[src/rtl/inst_fetch.sv]
// Instruction fetch: BOOT/FETCH/HOLD FSM, one-entry skid buffer, branch redirect.
// One cycle from imem_ready to inst_valid; stall holds outputs, redirect beats stall.
module inst_fetch #(
  parameter int                    ADDR_WIDTH = 8,
  parameter logic [ADDR_WIDTH-1:0] RESET_PC   = '0
) (
  input  logic                  clk,
  input  logic                  rst,
  output logic                  imem_req,
  output logic [ADDR_WIDTH-1:0] imem_addr,
  input  logic [7:0]            imem_rdata,
  input  logic                  imem_ready,
  input  logic                  stall,
  input  logic                  branch_taken,
  input  logic [ADDR_WIDTH-1:0] branch_target,
  output logic [7:0]            inst,
  output logic [ADDR_WIDTH-1:0] pc_out,
  output logic                  inst_valid
);

  typedef enum logic [1:0] {BOOT, FETCH, HOLD} state_t;

  state_t                  state_q;
  logic [ADDR_WIDTH-1:0]   pc_q;
  logic [ADDR_WIDTH-1:0]   pc_d;
  logic                    imem_req_q;
  logic [7:0]              inst_q;
  logic [ADDR_WIDTH-1:0]   pc_out_q;
  logic                    inst_valid_q;
  logic                    skid_vld_q;
  logic [7:0]              skid_inst_q;
  logic [ADDR_WIDTH-1:0]   skid_pc_q;

  // Sequential increment wraps naturally at 2^ADDR_WIDTH.
  assign pc_d = pc_q + 1'b1;

  always_ff @(posedge clk) begin
    if (!rst) begin
      state_q      <= BOOT;
      pc_q         <= RESET_PC;
      imem_req_q   <= 1'b0;
      inst_q       <= 8'h00;
      pc_out_q     <= RESET_PC;
      inst_valid_q <= 1'b0;
      skid_vld_q   <= 1'b0;
      skid_inst_q  <= 8'h00;
      skid_pc_q    <= RESET_PC;
    end else if (branch_taken) begin
      // Redirect abandons the outstanding fetch and any skid entry.
      state_q      <= FETCH;
      pc_q         <= branch_target;
      imem_req_q   <= 1'b1;
      inst_valid_q <= 1'b0;
      skid_vld_q   <= 1'b0;
    end else begin
      case (state_q)
        BOOT: begin
          state_q    <= FETCH;
          imem_req_q <= 1'b1;
          if (!stall) inst_valid_q <= 1'b0;
        end
        FETCH: begin
          if (imem_ready) begin
            pc_q <= pc_d;
            if (stall) begin
              state_q     <= HOLD;
              imem_req_q  <= 1'b0;
              skid_vld_q  <= 1'b1;
              skid_inst_q <= imem_rdata;
              skid_pc_q   <= pc_q;
            end else begin
              inst_q       <= imem_rdata;
              pc_out_q     <= pc_q;
              inst_valid_q <= 1'b1;
            end
          end else if (!stall) begin
            inst_valid_q <= 1'b0;
          end
        end
        HOLD: begin
          if (!stall) begin
            state_q      <= FETCH;
            imem_req_q   <= 1'b1;
            skid_vld_q   <= 1'b0;
            inst_q       <= skid_inst_q;
            pc_out_q     <= skid_pc_q;
            inst_valid_q <= skid_vld_q;
          end
        end
        default: begin
          state_q    <= BOOT;
          imem_req_q <= 1'b0;
        end
      endcase
    end
  end

  assign imem_req   = imem_req_q;
  assign imem_addr  = pc_q;
  assign inst       = inst_q;
  assign pc_out     = pc_out_q;
  assign inst_valid = inst_valid_q;

endmodule

[config.mk]
export PLATFORM = sky130hd
export DESIGN_NAME = inst_fetch
export DESIGN_NICKNAME = d
export VERILOG_FILES = /design/src/rtl/inst_fetch.sv
export SDC_FILE = /design/constraint.sdc
export NUM_CORES = 1
export LEC_CHECK = 0
export CAP_MARGIN = 20
export CORE_MARGIN = 2
export CORE_UTILIZATION = 39
export DETAILED_ROUTE_END_ITERATION = 6
export PLACE_DENSITY = 0.6
export SLEW_MARGIN = 25
export SYNTH_ARGS = -nofsm -noshare
export SYNTH_HDL_FRONTEND = slang
export SYNTH_SLANG_ARGS = --single-unit
[constraint.sdc]
create_clock -name clk -period 1.92 [get_ports clk]
set_input_delay 0.384 -clock clk [delete_from_list [all_inputs] [get_ports clk]]
set_output_delay 0.384 -clock clk [all_outputs]
set_load 0.01 [all_outputs]
[Yosys cells after proc, flatten, opt, wreduce, memory -nomap -nowiden]
Index checks and enable logic that the tools add are counted.
W data, S select, Z words.
Storage, ports and cells
  bits of input ports: 21
  bits in latches: 0
  flip-flop bits (word level): 45
  memories kept: 0
  memory bits (writable): 0
  bits in read-only memories: 0
  logic and storage cells: 65
  output and inout port bits: 26
Operators by class
  reductions and logical operators: 13
  $add $sub $neg: 1
  equal/unequal tests: 10
  bitwise operators: 2
  $mul: 0
  mux-type cells: 29
  div/mod/pow operators: 0
  order comparisons: 0
  shifts and indexed selects: 0
Operators by type and width (number)
  $mux W8: 9
  $pmux W8 S2: 2
  $ne A3 B3 Y1 const B: 4
  $mux W1: 11
  $reduce_and A3 Y1: 3
  $add A8 B1 Y8 const B: 1
  $ne A2 B2 Y1 const B: 4
  $reduce_and A4 Y1: 2
  $mux W2: 3
  $pmux W1 S3: 2
  $pmux W2 S3: 1
  $reduce_bool A2 Y1: 3
  $reduce_and A5 Y1: 1
  $reduce_bool A3 Y1: 1
  $eq A2 B1 Y1 const B: 1
  $eq A2 B2 Y1 const B: 1
  $logic_not A2 Y1: 1
  $not A1 Y1: 2
  $pmux W1 S2: 1
  $reduce_and A2 Y1: 1
  $reduce_or A2 Y1: 1

[Depth between registers and ports, before layout]
  word-level depth: 4
  mapped depth: 8
  depth with buffers taken out: 6

[Worst setup path before layout]
OpenSTA, ideal clock, no wires.
  path kind: register to register
  start point: register state_q[1]
  end point: register inst_q[0] (netlist: inst[0])
  cell stages (with the launch flop): 8
  library setup time: 0.116 ns
  arrival time: 1.611 ns
  required time: 1.804 ns
  path buffers: 1
  period minus slack after synthesis: 1.728 ns
  path slack: 0.192 ns
  path through: dfxtp_1 inv_1 ha_1 nor2b_2 o22ai_2 clkbuf_1 nand3_1 o211a_1
Between the ends
  longest elaborated chain between the ends: 3
  elaborated cells on any way between the ends: 8
  those cells by class: eq/ne: 5; mux: 1; reduce/logical: 2
RTL lines
  from (decl): RTL line 23  | state_t state_q;
  from (signal assigned): RTL line 39  | state_q <= BOOT;
  from (signal assigned): RTL line 50  | state_q <= FETCH;
  from (signal assigned): RTL line 58  | state_q <= FETCH;
  $eq A2 B1 Y1 or $eq A2 B2 Y1 (tied branches): RTL line 56  | case (state_q)
  $ne A2 B2 Y1 (no source line) or $reduce_bool A2 Y1 (tied branches)
  $reduce_and A5 Y1 (no source line)
  to (signal assigned): RTL line 72  | inst_q <= imem_rdata;
  to (signal assigned): RTL line 85  | inst_q <= skid_inst_q;
  to (decl): RTL line 27  | logic [7:0] inst_q;
Several ways; a longest one is shown, not always the timed one.
A chain may end at the register's enable or synchronous reset.

[Final worst setup path]
  start point: register pc_q[3] (netlist: imem_addr[3])
  end point: output imem_addr[3]
RTL lines
  from (decl): RTL line 24  | logic [ADDR_WIDTH-1:0] pc_q;
  from (signal assigned): RTL line 51  | pc_q <= branch_target;
  from (signal assigned): RTL line 64  | pc_q <= pc_d;
  to (decl): RTL line 10  | output logic [ADDR_WIDTH-1:0] imem_addr,
No word-level cell between the ends.

==> results by group <==
Yosys
  – Syn Nets: 274
  – Ranking of synthesized cells by area: dfxtp_1 41%, mux2i_1 8.3%, nand2_1 7.8%, o211a_1 7.4%, a21boi_0 4.8%
  – #FFs+latches synth: 45
  – Post-synth cell types: 34
  – Synthesized area: 2180 um^2
  – Avg Cell Area, Syn: 8.84 um^2
  – Synth warnings: 0
  – Post-synthesis cell count: 246
  – Seq/Total Area, Yosys: 0.414
  – Share of the synthesized area in the top cell type: 0.414
  – Cell taking the most area after synthesis: dfxtp_1

Timing
  – Final worst-path cycle share: 0.919
  – Slew Limit Fails: 0
  – Slew headroom: 0.764
  – Crit path time final: 1.77 ns
  – RSZ-0062 raised after global routing: false
  – Worst Tran Pin Value: 0.352 ns
  – Final hold vios: 0
  – Setup Viol. Count Final: 0
  – Max Fclk: 566 MHz
  – Worst Skew: 0.0107 ns

Setup path
  – CP Cell Sequence: clkdlybuf4s50_1
  – Worst R2R End: state_q[0]
  – Top delay family on crit path: buffers and inverters
  – CP required: 1.54 ns
  – Flop2flop setup slack: 0.17 ns
  – Crit path buf inv count: 1
  – Reg2reg start: state_q[1]
  – WP data arrival: 1.38 ns
  – Critical path type: reg -> out
  – CP Launch Type: register
  – Slowest CP cell: clkdlybuf4s50_1
  – Crit-path max cell delay: 0.60 ns
  – CP max FO: 7
  – Critical Path End Type: primary output
  – Reg2reg path depth: 6

Die
  – Die H: 78.7 um
  – Die area: 6190 um^2
  – Die Span X: 78.7 um
  – I/O pins: 47
  – Starting density of the core: 0.400
  – Core Area: 5440 um^2
  – Floorplan row count: 27

Global route
  – Vias in the first global route: 1809
  – Initial antenna violation count: 0
  – M2 GR Usage: 0.279
  – Overflow after GRT: 0
  – Tot GR Track Use: 0.178
  – Met3 Resource Use GR: 0.0420
  – Grt peak-use layer: met2
  – First-pass GRT wire length: 8.77 mm
  – Maximum number of pins on one net before global-route repair: 21
  – Met1 Usage GRT: 0.247

Placement
  – Hpwl dp: 3.79 mm
  – Placed Cells: 366
  – Placer Congestion: 0.800
  – Port-buffer cells: 46

Clocking
  – CTS tree: yes
  – Clock buffer count from CTS: 5
  – Setup Buffers After CTS: 0
  – Reg clk slew, reported paths: 0.10 ns
  – CTS Root Cell: clkbuf_8
  – Clock buffer depth: 2
  – CTS-repair resized insts: 0
  – Hold_buf cts: 0
  – Clk_lat worst skew: 0.31 ns
  – Htree depth: 2
  – Clock sinks: 45

Power and ir drop
  – Cell Pwr Density: 732 nW/um^2
  – Worst ir drop on vdd: 0.000338 V
  – Lkg Pwr: 1.21 nW
  – Final Power: 2.11 mW

Min path
  – Hold path depth: 2
  – Hold path startpoint: skid_inst_q[4]
  – Min-delay worst type: reg -> reg
  – WHS Endpoint: skid_inst_q[4]

Drt
  – Starting DRC count in detailed routing: 97
  – Antenna-violating nets left: 0
  – Routed via count: 1903
  – Vias per cell: 5.09
  – Drt first pass iters: 4
  – Post-route DRC: 0
  – Final wirelength: 5.36 mm
  – Drt wl/cell: 14.3 um

Layout
  – Layout area overhead: 32.5%
  – Fin nets: 329
  – Final Non-Filler Cells: 374
  – Share of post-route cells with drive strength above 1: 0.103
  – Final Util: 0.530
  – Diode count: 0

Run status
  – Status: complete, no violations

Flow run
  – Max Cap Viol: 0
## cell usage after synthesis
cell       count
nor3_1         3
a21boi_0      14
nor2_1        11
and2_4         1
mux2i_1       18
o2111ai_1      1
a211oi_1       3
buf_6          2
o22ai_2        1
and4_1         1
a21bo_2        1
xnor2_1        5
nand4_1        2
o211a_1       16
o21a_1         1
nand2b_1       2
nand3_1       20
a21oi_1       12
inv_1          6
clkbuf_2       1
dfxtp_1       45
a311oi_1       1
nand2_1       45
buf_2          7
xor2_1         1
o21ai_0        6
o311a_1        1
nor2b_2        1
o2bb2ai_1      1
a22o_1         1
ha_1           7
nor2b_1        1
o211ai_1       1
clkbuf_1       7
## cells by family (layout without fill, tap and decap cells)
| kind of cell | Yosys count | count (layout) | share of synthesized area |
|---|---|---|---|
| fa+ha+maj | 7 | 7 | 0.0403 |
| flops | 45 | 45 | 0.414 |
| buf+inv | 23 | 79 | 0.0512 |
| simple gates | 87 | 87 | 0.176 |
| compound gates | 60 | 60 | 0.212 |
| mux | 18 | 18 | 0.0828 |
| xor+xnor | 6 | 6 | 0.0242 |
## placed cells by master, fill, tap and decap left out, types with 2 or more instances in the layout
master            n
a211oi_1          3
a21boi_0         14
a21oi_1          12
buf_4            18
clkbuf_8          5
clkdlybuf4s50_1  46
dfxtp_1          45
ha_1              7
inv_1             6
mux2i_1          18
nand2_1          45
nand2b_1          2
nand3_1          20
nand4_1           2
nor2_1           11
nor3_1            3
o211a_1          16
o21ai_0           6
xnor2_1           5
## power by group
group	internal (mW)	switching, mW
Sequential	0.993	0.0461
Combinational	0.248	0.214
Clock	0.259	0.351
Total	1.50	0.611
## worst max path at each step
| stage | endpoint | from | depth (start not counted) |
|---|---|---|---|
| final | imem_addr[3] | imem_addr[3] | 1 |
| after global routing | imem_req | state_q[1] | 6 |
| after CTS | imem_addr[3] | imem_addr[3] | 1 |
| after detailed placement | imem_req | stall | 5 |
| after global placement | imem_req | stall | 5 |
| after floorplan | inst[0] | state_q[1] | 7 |
## state kept, by name, indices dropped and copies added (netlist names)
signal and flops:
imem_addr 8, inst 8, pc_out 8, skid_inst_q 8, skid_pc_q 8, state_q 2
imem_req 1, inst_valid 1, skid_vld_q 1
## routing by layer
| metal | share of wire | routed length (um) |
|---|---|---|
| met2 | 0.46 | 2440 |
| met1 | 0.50 | 2690 |
| met4 | 0.011 | 57 |
| met3 | 0.031 | 168 |
| met5 | 0 | 0 |
## through the flow
step           TNS (ns)  instance area, um^2  hold slack [ns]  worst slack (ns)
6_report              0                 2880            0.464             0.155
5_1_grt               0                 2880            0.490            0.0395
4_1_cts               0                 2880            0.464             0.134
3_5_place_dp    -0.0182                 2790            0.450           -0.0147
3_3_place_gp          0                 2790            0.442            0.0127
2_1_floorplan         0                 2180            0.436             0.192
## layout make-up
| type | count | area (um^2) |
|---|---|---|
| fillers | 508 | 2560 |
| multi-input cells | 178 | 1160 |
| flip-flops and latches | 45 | 901 |
| repair buffers | 65 | 616 |
| well taps | 72 | 90.1 |
| clock buffers | 5 | 68.8 |
| inverters | 6 | 22.5 |
| clock inverters | 3 | 21.3 |
Note: power is estimated with default switching activity, not from simulation.
